File: config.mk
export PLATFORM = sky130hd
export DESIGN_NAME = romc_mp
export DESIGN_NICKNAME = d
export VERILOG_FILES = /design/src/rtl/romc_mp.sv
export SDC_FILE = /design/constraint.sdc
export NUM_CORES = 1
export LEC_CHECK = 0
export CAP_MARGIN = 25
export CORE_MARGIN = 2
export CORE_UTILIZATION = 50
export DETAILED_ROUTE_END_ITERATION = 10
export GPL_ROUTABILITY_DRIVEN = 0
export PLACE_DENSITY = 0.84
export SYNTH_ARGS = -nofsm -noshare
export SYNTH_HDL_FRONTEND = slang
export SYNTH_SLANG_ARGS = --single-unit
File: constraint.sdc
create_clock -name clk -period 5.8 [get_ports clk]
set_input_delay 0.87 -clock clk [delete_from_list [all_inputs] [get_ports clk]]
set_output_delay 0.87 -clock clk [all_outputs]
set_load 0.005 [all_outputs]
File: src/rtl/romc_mp.sv
// Multi-port constant ROM with per-port elastic read pipelines
// and a background signature scan (modular sum of all words).
module romc_mp #(
  parameter int DATA_W  = 64,
  parameter int DEPTH   = 8,
  parameter int ADDR_W  = 3,
  parameter int NPORTS  = 2,
  parameter int LATENCY = 1
) (
  input  logic                     clk,
  input  logic                     rst,
  input  logic [NPORTS-1:0]        req_vld,
  input  logic [NPORTS*ADDR_W-1:0] req_addr,
  output logic [NPORTS-1:0]        req_rdy,
  output logic [NPORTS-1:0]        rsp_vld,
  output logic [NPORTS*DATA_W-1:0] rsp_data,
  output logic [NPORTS-1:0]        rsp_err,
  input  logic [NPORTS-1:0]        rsp_rdy,
  input  logic                     scan_start,
  output logic                     scan_busy,
  output logic                     scan_done,
  output logic [DATA_W-1:0]        scan_sig
);

  localparam int NB = DATA_W / 8;

  function automatic logic [DATA_W-1:0] rom_word(
    input logic [ADDR_W-1:0] a
  );
    logic [7:0] b;
    b = 8'(a) * 8'd17;
    return {NB{b}};
  endfunction

  function automatic logic oor(input logic [ADDR_W-1:0] a);
    return {1'b0, a} >= (ADDR_W+1)'(DEPTH);
  endfunction

  for (genvar p = 0; p < NPORTS; p++) begin : g_port
    logic [LATENCY-1:0] vld_q, vld_d;
    logic [LATENCY-1:0] err_q, err_d;
    logic [DATA_W-1:0]  dat_q [LATENCY];
    logic [DATA_W-1:0]  dat_d [LATENCY];
    logic [ADDR_W-1:0]  a;
    logic               adv;

    assign a   = req_addr[p*ADDR_W +: ADDR_W];
    // whole pipe moves together; stalls only when the tail is blocked
    assign adv = !vld_q[LATENCY-1] || rsp_rdy[p];

    always_comb begin
      vld_d = vld_q;
      err_d = err_q;
      dat_d = dat_q;
      if (adv) begin
        vld_d[0] = req_vld[p];
        if (req_vld[p]) begin
          err_d[0] = oor(a);
          dat_d[0] = oor(a) ? '0 : rom_word(a);
        end
        for (int s = 1; s < LATENCY; s++) begin
          vld_d[s] = vld_q[s-1];
          err_d[s] = err_q[s-1];
          dat_d[s] = dat_q[s-1];
        end
      end
    end

    always_ff @(posedge clk or posedge rst) begin
      if (rst) begin
        vld_q <= '0;
        err_q <= '0;
        dat_q <= '{default: '0};
      end else begin
        vld_q <= vld_d;
        err_q <= err_d;
        dat_q <= dat_d;
      end
    end

    assign req_rdy[p]                  = adv;
    assign rsp_vld[p]                  = vld_q[LATENCY-1];
    assign rsp_err[p]                  = err_q[LATENCY-1];
    assign rsp_data[p*DATA_W +: DATA_W] = dat_q[LATENCY-1];
  end

  typedef enum logic [1:0] {
    S_IDLE,
    S_SCAN,
    S_DONE
  } st_t;

  st_t               st_q, st_d;
  logic [ADDR_W-1:0] cnt_q, cnt_d;
  logic [DATA_W-1:0] acc_q, acc_d;
  logic [DATA_W-1:0] sig_q, sig_d;
  logic              done_q, done_d;

  always_comb begin
    st_d   = st_q;
    cnt_d  = cnt_q;
    acc_d  = acc_q;
    sig_d  = sig_q;
    done_d = 1'b0;
    unique case (st_q)
      S_IDLE: begin
        if (scan_start) begin
          st_d  = S_SCAN;
          cnt_d = '0;
          acc_d = '0;
        end
      end
      S_SCAN: begin
        acc_d = acc_q + rom_word(cnt_q);
        cnt_d = cnt_q + 1'b1;
        if (cnt_q == ADDR_W'(DEPTH-1)) st_d = S_DONE;
      end
      S_DONE: begin
        sig_d  = acc_q;
        done_d = 1'b1;
        st_d   = S_IDLE;
      end
      default: st_d = S_IDLE;
    endcase
  end

  always_ff @(posedge clk or posedge rst) begin
    if (rst) begin
      st_q   <= S_IDLE;
      cnt_q  <= '0;
      acc_q  <= '0;
      sig_q  <= '0;
      done_q <= 1'b0;
    end else begin
      st_q   <= st_d;
      cnt_q  <= cnt_d;
      acc_q  <= acc_d;
      sig_q  <= sig_d;
      done_q <= done_d;
    end
  end

  assign scan_busy = (st_q == S_SCAN);
  assign scan_done = done_q;
  assign scan_sig  = sig_q;

endmodule

== After elaboration in Yosys (flattened, before gate mapping) ==
Cells that the tools add are included.
Widths: inputs -> output; s select.

* Mux-type cells: 8
* $add $sub $neg: 2
* Reduce and logical (&&, ||, !) cells: 10
* Multiply operators: 3
* Equal/unequal tests: 5

{| class="wikitable"
|+ Operators with widths
! cell !! number
|-
| $pmux 64 s2 || 1
|-
| $add 64x64->64 || 1
|-
| $mux 64 || 1
|-
| $mul 3x5->8 const B || 3
|-
| $reduce_and 2->1 || 4
|-
| $pmux 3 s2 || 1
|-
| $mux 2 || 2
|-
| $pmux 2 s2 || 1
|-
| $add 3x1->3 const B || 1
|-
| $eq 3x3->1 const B || 1
|-
| $mux 3 || 1
|-
| $eq 2x1->1 const B || 1
|-
| $eq 2x2->1 const B || 1
|-
| $logic_not 1->1 || 2
|-
| $logic_not 2->1 || 1
|-
| $logic_or 1x1->1 || 2
|-
| $ne 2x1->1 const B || 1
|-
| $ne 2x2->1 const B || 1
|-
| $reduce_bool 2->1 || 1
|-
| $mux 1 || 1
|}

* Word-level logic and storage cells: 37
* Flip-flop bits (word level): 264
* Bits of input ports: 13

== Longest topological paths before layout ==
* Word-level depth: 3
* Gate-level depth with buffers: 12
* Mapped depth without buffers: 12

== Least setup slack after synthesis ==
OpenSTA, ideal clock, no wires.

* Kind: reg2reg
* Start: reg cnt_q[0]
* End: reg acc_q[54]
* Path buffers: 0
* Arrival time: 3.007 ns
* Path slack: 2.667 ns
* Setup time: 0.126 ns
* Stages on the path, launching flop included: 13
* Cells stage by stage: dfrtp_1 ha_1 inv_1 fa_1 nor2b_1 o2111ai_1 a211o_1 a21oi_2 o2111a_2 o21ai_2 and2_1 o2111a_1 a221o_1

* Cells in the longest elaborated chain, start to end: 3

{| class="wikitable"
|+ RTL lines
! element !! RTL line !! source
|-
| from (decl) || 94 || <nowiki>logic [ADDR_W-1:0] cnt_q, cnt_d;</nowiki>
|-
| from (signal assigned) || 136 || <nowiki>cnt_q <= cnt_d;</nowiki>
|-
| $mul 3x5->8 || 31 || <nowiki>b = 8'(a) * 8'd17;</nowiki>
|-
| $add 64x64->64 || 114 || <nowiki>acc_d = acc_q + rom_word(cnt_q);</nowiki>
|-
| $pmux 64 s2 || 105 || <nowiki>unique case (st_q)</nowiki>
|-
| to (signal assigned) || 131 || <nowiki>acc_q <= '0;</nowiki>
|-
| to (signal assigned) || 137 || <nowiki>acc_q <= acc_d;</nowiki>
|-
| to (decl) || 95 || <nowiki>logic [DATA_W-1:0] acc_q, acc_d;</nowiki>
|}

No other way between the ends.
A chain may end at the register's enable or synchronous reset.

== Worst setup path in the final report ==
Same ends and word-level chain as after synthesis.

==> impl_metrics.yaml <==
cts:
  cts.root.buffer_cell: "sky130_fd_sc_hd__clkbuf_16"
  cts.sinks: 142
  cts_buffers: 17
  cts.htree.levels: 4
  tritoncts: "built"
  clkTransAtPathRegs_ns: 0.06
  postCtsSetupRepairBufs: 0
  cts_hold_buffers: 0
  post_cts_resize_count: 0
  clk_latency_ns: 0.43
  clock_path_buffers: 2
power:
  switchingPower_mw: 2.821
  share_seq_of_total_power_pct: 28.5
  clock_power_share_pct: 16.8
  p_leak_nw: 4.721
  power_density_nw_per_um2: 609.3
  p_sw_share_pct: 41.88
  comb_power_share_pct: 54.7
  worst_vdd_ir_uv: 279.6
  intPower_mw: 3.914
worst_setup_path:
  worst-endpoint-arrival_ns: 4.12
  worstSetupEndpoint: "acc_q[54]$_DFFE_PP0P_"
  cp_slowest_cell: "sky130_fd_sc_hd__dfrtp_1"
  timing.critical_path.slowest_cell_delay_ns: 0.98
  endpoint_kind: "register"
  worstRegToRegCells: 12
  cp-start-kind: "register"
  reg2reg_from: "cnt_q[0]$_DFFE_PP0P_"
  cp_max_fo: 19
  critical_path.cell_chain: "ha_1, inv_1, fa_1, nor2b_1, o2111ai_1, a211o_1, a21oi_2, o2111a_2, o21ai_2, and2_1, o2111a_1, a221o_1"
  cp_data_required_time_ns: 6.12
  ff2ff_setup_slack_ns: 2.00
  critical_path_class: "reg -> reg"
  crit_start: "cnt_q[0]$_DFFE_PP0P_"
  critical_path.reg2reg.endpoint: "acc_q[54]$_DFFE_PP0P_"
yosys:
  yosysTopAreaCell: "sky130_fd_sc_hd__dfrtp_1"
  netlist_top_cells_area: "sky130_fd_sc_hd__dfrtp_1 38%, sky130_fd_sc_hd__buf_4 10%, sky130_fd_sc_hd__mux2_2 8.5%"
  post_synth_num_cell_types: 71
  post_synth_edffs: 0
  asyncSetResetFlopFracSynth_pct: 100.0
  ys_ff_latch: 142
  synthDominantCellAreaShare_pct: 38.24
  yosysWarningCount: 0
  postSynthCellCount: 975
  yosys_most_used_dff: "sky130_fd_sc_hd__dfrtp_1"
  synth-seq-area-share_pct: 38.24
  syn_area_um2: 9291
  synth_area_per_cell_um2: 9.530
cells_and_area:
  final_common_cell: "sky130_fd_sc_hd__clkdlybuf4s50_1"
  fin_cells: 1285
  n_antenna_cell: 0
  most-common-layout-cells: "178 x sky130_fd_sc_hd__clkdlybuf4s50_1, 142 x sky130_fd_sc_hd__dfrtp_1, 114 x sky130_fd_sc_hd__nand2_1"
  fillers: 1526
  nNetsFinal: 1108
  final_layout_size_suffix_gt1_share_pct: 12.12
  multiInputGateArea_um2: 4733
  area.sequential_um2: 3553
  area_delta_synth_final_pct: 18.99
global_route:
  vias_in_the_first_global_route: 6987
  grt_first_pass_wirelength_mm: 35.94
  use_met3_pct: 5.162
  grtUsageMet2_pct: 38.31
  grt_max_degree: 100
  grt_antenna_before_repair: 0
  globalRoute.totalOverflow: 0
  grt-busiest-layer: "met2"
  total_global_route_track_usage_pct: 22.57
  met1_usage_pct: 28.20
detailed_routing:
  dr.first_iter.drc_count: 552
  wl_mm: 21.75
  routed-via-count: 7330
  first_pass_iters: 6
  drt-wirelength-per-cell_um: 16.93
  route.antenna.remaining_nets: 0
  post-route-drc-count: 0
  route.detailed.vias_per_inst: 5.704
timing:
  worst-slew-pin-transition_ns: 1.023
  timing.final.hold_violations: 0
  finalCriticalPeriod_ns: 3.802
  max_slew_margin_pct: 31.77
  min_period_over_period_pct: 65.56
  clock-skew-final_ns: 0.006774
  report.final.slew_viol_count: 0
  setup_total_negative_slack_ns: 0
  finalSetupViolations: 0
  timing.fmax_ghz: 0.2630
  rsz0062_at_grt: "false"
status:
  outcome: "complete, no violations"
die:
  floorplan.die_area_um2: 19690
  coreArea_um2: 18090
  fp-row-count: 49
  effective_utilization_at_floorplan_pct: 51.37
  fp.dieH_um: 140.3
  pin_count: 213
  die_x_um: 140.3
placed_design:
  sum_of_net_half_perimeters_after_detailed_placement_mm: 15.45
  buffer_ports.inserted: 178
  placed_cells: 1254
hold_path:
  worstHoldPathType: "reg -> reg"
run:
  drv.max_cap_violation_count: 0
per-layer routing:
metal	share of wire (%)	wire length, um
met5	0	0
met4	2.4	520
met3	7.0	1525
met2	49	10580
met1	42	9131
critical path: cells and delay by family (launching register included):
family	cells	cell delay, ns
buffers and inverters	1	0.08
adder cells (fa/ha/maj)	2	0.75
AO/OA/AOI/OAI	7	1.47
AND/OR/NAND/NOR	2	0.42
flip-flops	1	0.98
cells by family (layout without fill, tap and decap cells):
kind of cell               count (synthesis)  count (layout)  synth area share (%)
AOI/OAI and AO/OA                        242             242                 16.81
and+or+nand+nor                          245             245                 12.40
other                                      1              34               0.04036
DFF                                      142             142                 38.24
adders and majority gates                 51              51                 6.949
buffers and inverters                    175             223                 12.35
xor gates and xnor gates                  41              41                 3.865
muxes                                     78              78                 9.346
how the worst min path moves through the flow:
stage,end,start,depth (start not counted),slack [ns]
2_1_floorplan,acc_q[63]$_DFFE_PP0P_,acc_q[63]$_DFFE_PP0P_,1,0.44
5_1_grt,scan_sig[15]$_DFFE_PP0P_,scan_sig[15]$_DFFE_PP0P_,1,0.52
3_3_place_gp,acc_q[63]$_DFFE_PP0P_,acc_q[63]$_DFFE_PP0P_,1,0.49
3_5_place_dp,scan_sig[19]$_DFFE_PP0P_,scan_sig[19]$_DFFE_PP0P_,1,0.49
4_1_cts,scan_sig[13]$_DFFE_PP0P_,scan_sig[13]$_DFFE_PP0P_,1,0.51
6_report,scan_sig[19]$_DFFE_PP0P_,scan_sig[19]$_DFFE_PP0P_,1,0.50
cell usage after synthesis, types with 10 or more instances:
| library cell | instances |
|---|---|
| sky130_fd_sc_hd__a21o_1 | 22 |
| sky130_fd_sc_hd__nand4_1 | 13 |
| sky130_fd_sc_hd__mux2_2 | 70 |
| sky130_fd_sc_hd__a21oi_1 | 53 |
| sky130_fd_sc_hd__clkbuf_1 | 27 |
| sky130_fd_sc_hd__xor2_1 | 24 |
| sky130_fd_sc_hd__nand3_1 | 22 |
| sky130_fd_sc_hd__o21ai_1 | 12 |
| sky130_fd_sc_hd__xnor2_1 | 17 |
| sky130_fd_sc_hd__ha_1 | 50 |
| sky130_fd_sc_hd__and3_1 | 13 |
| sky130_fd_sc_hd__dfrtp_1 | 142 |
| sky130_fd_sc_hd__nand2_1 | 114 |
| sky130_fd_sc_hd__nor2_1 | 38 |
| sky130_fd_sc_hd__a31oi_1 | 10 |
| sky130_fd_sc_hd__buf_4 | 128 |
| sky130_fd_sc_hd__a211oi_1 | 10 |
| sky130_fd_sc_hd__o21ai_0 | 65 |
flip-flops by register name, summed over array words and instances (netlist names):
name and cells:
g_port.vld_q 2, acc_q 64, scan_done 1, g_port.dat_q 6, st_q 2, scan_sig 64, cnt_q 3
metrics by stage:
stage | utilization [%] | instance area (um^2) | hold slack (ns) | power (mW) | worst slack [ns]
3_5_place_dp | 57.77 | 10450 | 0.4948 | 5.554 | 2.108
5_1_grt | 61.13 | 11060 | 0.5228 | 7.259 | 1.815
6_report | 61.13 | 11060 | 0.5023 | 6.736 | 1.998
2_1_floorplan | - | 9415 | 0.4425 | 4.408 | 1.120
3_3_place_gp | 57.61 | 10420 | 0.4880 | 5.431 | 2.247
4_1_cts | 61.13 | 11060 | 0.5080 | 6.736 | 2.048
final cells by class:
type	count	share of cell area, %
clock inverters	10	1.245
clock buffers	21	4.255
well taps	229	2.592
multi-input cells	691	42.81
flip-flops and latches	142	32.14
inverters	10	0.3848
repair buffers	182	16.57
power by group through the flow:
stage,combinational [mW],clock [mW],sequential [mW]
after floorplan,2.66,0,1.75
after global placement,3.52,0,1.91
after detailed placement,3.62,0,1.93
after CTS,3.67,1.15,1.92
after global routing,4.08,1.19,1.99
final,3.69,1.13,1.92
No activity file was read; power rests on OpenSTA's default activity.
==> RTL change 1 (config.mk and constraints unchanged) <==
The parameter `ADDR_W` goes from 3 to 2.
--- a/src/rtl/romc_mp.sv
+++ b/src/rtl/romc_mp.sv
@@ -3,7 +3,7 @@
 module romc_mp #(
   parameter int DATA_W  = 64,
   parameter int DEPTH   = 8,
-  parameter int ADDR_W  = 3,
+  parameter int ADDR_W  = 2,
   parameter int NPORTS  = 2,
   parameter int LATENCY = 1
 ) (
Ports: changed (resized req_addr); port bits go from 213 to 211. No check against the original RTL was run, so the function may have changed too.
==> RTL change 1 against the unedited design <==
Sequential cell count down 5; power down 24%; synthesized area down 11%; via count down 17%; worst setup slack better by 0.025 ns; synthesized cell count down 14%; routed wire length down 21%; combinational power down 40%; design area down 15%; count of clock-buffer cells in the layout unchanged; global-route usage down 2.4 points; non-clock buffer count down 98; highest routed layer unchanged.
==> RTL change 1: results (changes against the unedited design) <==
metric,value,unit,change
detailed-router iteration count before antenna repair,6,,unchanged
first-pass GRT wire length,28780,um,-20%
largest net degree at the start of global routing,53,,-47%
Synth area leaders,"dfrtp_1 (41%), buf_4 (12%), mux2_2 (8.7%)",,
Place WS,2.102,ns,-0.005990 ns
vias per cell,5.405,,-5.2%
"Distinct cells, synth",64,,-9.9%
layout net count,942,,-15%
vias in the first global route,5850,,-16%
"Seq/Total Area, Yosys",0.4126,,+0.03015
DR WL/cell,15.28,um,-9.7%
DP Cell Count,1098,,-12%
Synth top cells by count,"buf_4 (137), dfrtp_1 (137), nand2_1 (74), mux2_2 (64), o21ai_0 (60)",,
share of synthesized registers carrying an async set or reset,1.000,,unchanged
Clock Skews,0.007018,ns,+0.0002440 ns
Worst Reg-to-Reg Cells,11,,-1
Slew @ Worst Pin,0.9953,ns,-0.02813 ns
worst vdd ir,0.3312,mV,+18%
dpl hpwl,11710,um,-24%
CTS Buf Count,17,,unchanged
post-CTS resize count,0,,unchanged
status,"complete, no violations",,
GRT Util Overall,0.2017,,-0.02394
Crit path arrival time,4.06,ns,-0.06 ns
violation count after the first detailed-routing iteration,508,,-8.0%
# port buffers,78,,-56%
share of layout cells above drive strength 1,0.1341,,+0.01285
leakage power,4.252,nW,-9.9%
syn avg cell area,9.939,sq um,+4.3%
detailed-route wire length,17270,um,-21%
RTL change 1: worst max-delay path: cells and delay by family (launching register included):
family / cells / cell delay (ns)
XOR/XNOR: 1 / 0.19
AND/OR/NAND/NOR: 2 / 0.22
flip-flops: 1 / 0.98
adder cells (fa/ha/maj): 2 / 0.62
AO/OA/AOI/OAI: 6 / 1.63
RTL change 1: cell families after synthesis:
family,synth area share
and+or+nand+nor,0.1260
AOI/OAI and AO/OA,0.1425
buffers and inverters,0.1426
DFF,0.4126
muxes,0.09637
adders and majority gates,0.05210
xor gates and xnor gates,0.02741
other,0.0004513
RTL change 1: cell type report:
class / count / area, sq um
fillers: 1435 / 7029
inverters: 8 / 32.53
clock buffers: 21 / 480.5
clock inverters: 11 / 143.9
well taps: 220 / 275.3
flip-flops and latches: 137 / 3428
multi-input cells: 649 / 4192
repair buffers: 84 / 825.8
RTL change 1: path summary, 6_finish.rpt:
| path | startpoint | endpoint | slack (ns) |
|---|---|---|---|
| worst max-delay path | cnt_q[0] | acc_q[28] | 2.02 |
| worst min-delay path | g_port[1].err_q | g_port[1].err_q | 0.46 |
| worst max register to register | cnt_q[0] | acc_q[28] | 2.02 |
| worst min register to register | g_port[1].err_q | g_port[1].err_q | 0.46 |
| max in group asynchronous | rst | scan_sig[44] | 3.82 |
| min in group asynchronous | rst | scan_done | 0.92 |
RTL change 1: where the power goes:
part           switching (mW)  internal, mW
combinational            1.14          1.09
sequential              0.409          1.35
clock                   0.399         0.719
total                    1.95          3.16
RTL change 1: routing by layer:
| metal | track usage | share of wire |
|---|---|---|
| met5 | 0 | 0 |
| met4 | 0.06989 | 0.015 |
| met3 | 0.05249 | 0.063 |
| met2 | 0.3388 | 0.50 |
| met1 | 0.2530 | 0.42 |
RTL change 1: stage by stage:
step           hold WS (ns)    util  cell area [sq um]  power (mW)
5_1_grt              0.4749  0.5716               9378       5.491
3_3_place_gp         0.4411  0.5335               8753       3.875
3_5_place_dp         0.4465  0.5335               8753       3.972
4_1_cts              0.4592  0.5716               9378       5.126
2_1_floorplan        0.4289       -               8786       3.206
6_report             0.4596  0.5716               9378       5.108
==> RTL change 2 (same flow settings) <==
Without the edit above. The 3 values of `st_t` get a one-hot encoding in 3 bits.
--- a/src/rtl/romc_mp.sv
+++ b/src/rtl/romc_mp.sv
@@ -84,10 +84,10 @@
     assign rsp_data[p*DATA_W +: DATA_W] = dat_q[LATENCY-1];
   end
 
-  typedef enum logic [1:0] {
-    S_IDLE,
-    S_SCAN,
-    S_DONE
+  typedef enum logic [2:0] {
+    S_IDLE = 3'b001,
+    S_SCAN = 3'b010,
+    S_DONE = 3'b100
   } st_t;
 
   st_t               st_q, st_d;
Function: same outputs for any inputs over 4 cycles, from zero or initial values and one cycle with rst high; so few cycles prove little.
==> RTL change 2 against the unedited design <==
Clock skew up 0.0059 ns; sequential cell count up 1; worst setup slack worse by 0.014 ns; routed wire length down 1.2%; largest cell class unchanged; design area up 1.2%; synthesized area up 1.0%; global-route usage down 0.91 points.
Power is not compared: it rests on default switching activity, and its combinational part moved more than twofold at a synthesized area within 25%.
==> RTL change 2: results (changes against the unedited design) <==
metric,value,unit,change
worst-path fanout max,19,,unchanged
CP top delay family,compound AO/OA/AOI/OAI gates,,
initial antenna violation count,0,,unchanged
GR Util met2,0.3533,,-0.02985
status,"complete, no violations",,
clock-pin transition on the worst setup and hold timing paths,0.07,ns,
DR WL/cell,16.68,um,-1.5%
CP max stage cell,dfrtp_1,,
"Seq/Total Area, Yosys",0.3813,,-0.001126
worst skew pair latency,0.43,ns,about the same
worst vdd ir,0.1817,mV,
violation count after the first detailed-routing iteration,636,,+15%
# port buffers,178,,unchanged
yosys warns,0,,unchanged
metal2 WL,10060,um,-4.9%
global route overflow,0,,unchanged
"Distinct cells, synth",75,,+5.6%
slew margin rel.,0.3321,,+0.01437
GRT met3 Usage,0.03872,,-0.01290
Crit Reg-Reg Startpoint,cnt_q[0],,
met1 Usage GRT,0.2893,,+0.007272
top_reg_cell synth,dfrtp_1,,
Reg2Reg Capture Point,acc_q[50],,
dpl hpwl,15020,um,-2.8%
Clock Skews,0.01269,ns,+0.005920 ns
first-pass GRT wire length,34950,um,-2.8%
flop2flop setup slack,1.98,ns,
Crit path arrival time,4.10,ns,-0.02 ns
Worst Min Path Start,acc_q[63],,
layout net count,1105,,-0.27%
vias,7320,,-0.14%
Clock Tree Root,clkbuf_16,,
share of synthesized registers carrying an async set or reset,1.000,,unchanged
CTS Buf Count,17,,unchanged
largest net degree at the start of global routing,109,,+9.0%
antenna diode count,0,,unchanged
vias in the first global route,6788,,-2.8%
top layer in use,met4,,
WL met1,9464,um,+3.6%
Synth area leaders,"dfrtp_1 (38%), buf_4 (10%), mux2_2 (8.4%)",,
"slowest stage delay, CP",1.01,ns,+0.03 ns
detailed-router iteration count before antenna repair,5,,-1
post-CTS resize count,0,,unchanged
Placed Area,10510,sq um,+0.63%
Synth top cells by count,"dfrtp_1 (142), buf_4 (128), nand2_1 (107), mux2_2 (70), ha_1 (50)",,
Worst Reg-to-Reg Cells,12,,unchanged
hold slack,0.4919,ns,-0.01036 ns
GRT Util Overall,0.2166,,-0.009066
Max Buffers Root-to-Sink,2,,unchanged
share of layout cells above drive strength 1,0.1252,,+0.004025
met3 WL,1426,um,-6.5%
hold buffers post-CTS,0,,unchanged
Hold EP,acc_q[63],,
worst hold path stage count,1,,unchanged
"Setup Fix Bufs, Post-CTS",0,,unchanged
==> RTL change 2: kinds of logic (layout without fill, tap and decap cells) <==
group           count (synthesis)  in the layout  share of synthesized area
simple gates                  224            224                     0.1113
compound gates                247            247                     0.1778
flops                         143            143                     0.3813
other cells                     1             34                  0.0003995
xor+xnor                       40             40                    0.03732
buf+inv                       189            235                     0.1281
fa+ha+maj                      51             51                    0.06877
mux                            80             80                    0.09503
==> RTL change 2: metrics by stage <==
stage          total power [mW]  instances  setup WS (ns)
6_report                  3.748       1288          1.984
5_1_grt                   3.958       1288          1.881
4_1_cts                   3.763       1287          2.030
3_5_place_dp              2.541       1255          2.101
3_3_place_gp              2.498       1255          2.176
2_1_floorplan             2.207       1008          1.094
==> RTL change 2: where the power goes <==
group / switching (mW) / internal, mW / total, mW
sequential: 0.165 / 1.12 / 1.28
clock: 0.443 / 0.761 / 1.20
combinational: 0.726 / 0.536 / 1.26
==> RTL change 2: worst max-delay path by stage <==
stage | from | slack (ns) | cells past startpoint | to
final | cnt_q[0] | 1.98 | 12 | acc_q[50]
after global routing | cnt_q[0] | 1.88 | 12 | acc_q[58]
after CTS | cnt_q[0] | 2.03 | 12 | acc_q[50]
after detailed placement | cnt_q[0] | 2.10 | 12 | acc_q[58]
after global placement | cnt_q[0] | 2.18 | 12 | acc_q[58]
after floorplan | rst | 1.09 | 1 | acc_q[0]
==> RTL change 2: layout make-up <==
cell class | count | area [sq um]
fill | 1584 | 7395
multi-input combinational | 676 | 4735
sequential | 143 | 3580
timing repair buffer | 187 | 1869
clock buffer | 17 | 425.4
tap | 234 | 292.8
clock inverter | 15 | 219.0
inverter | 16 | 65.06
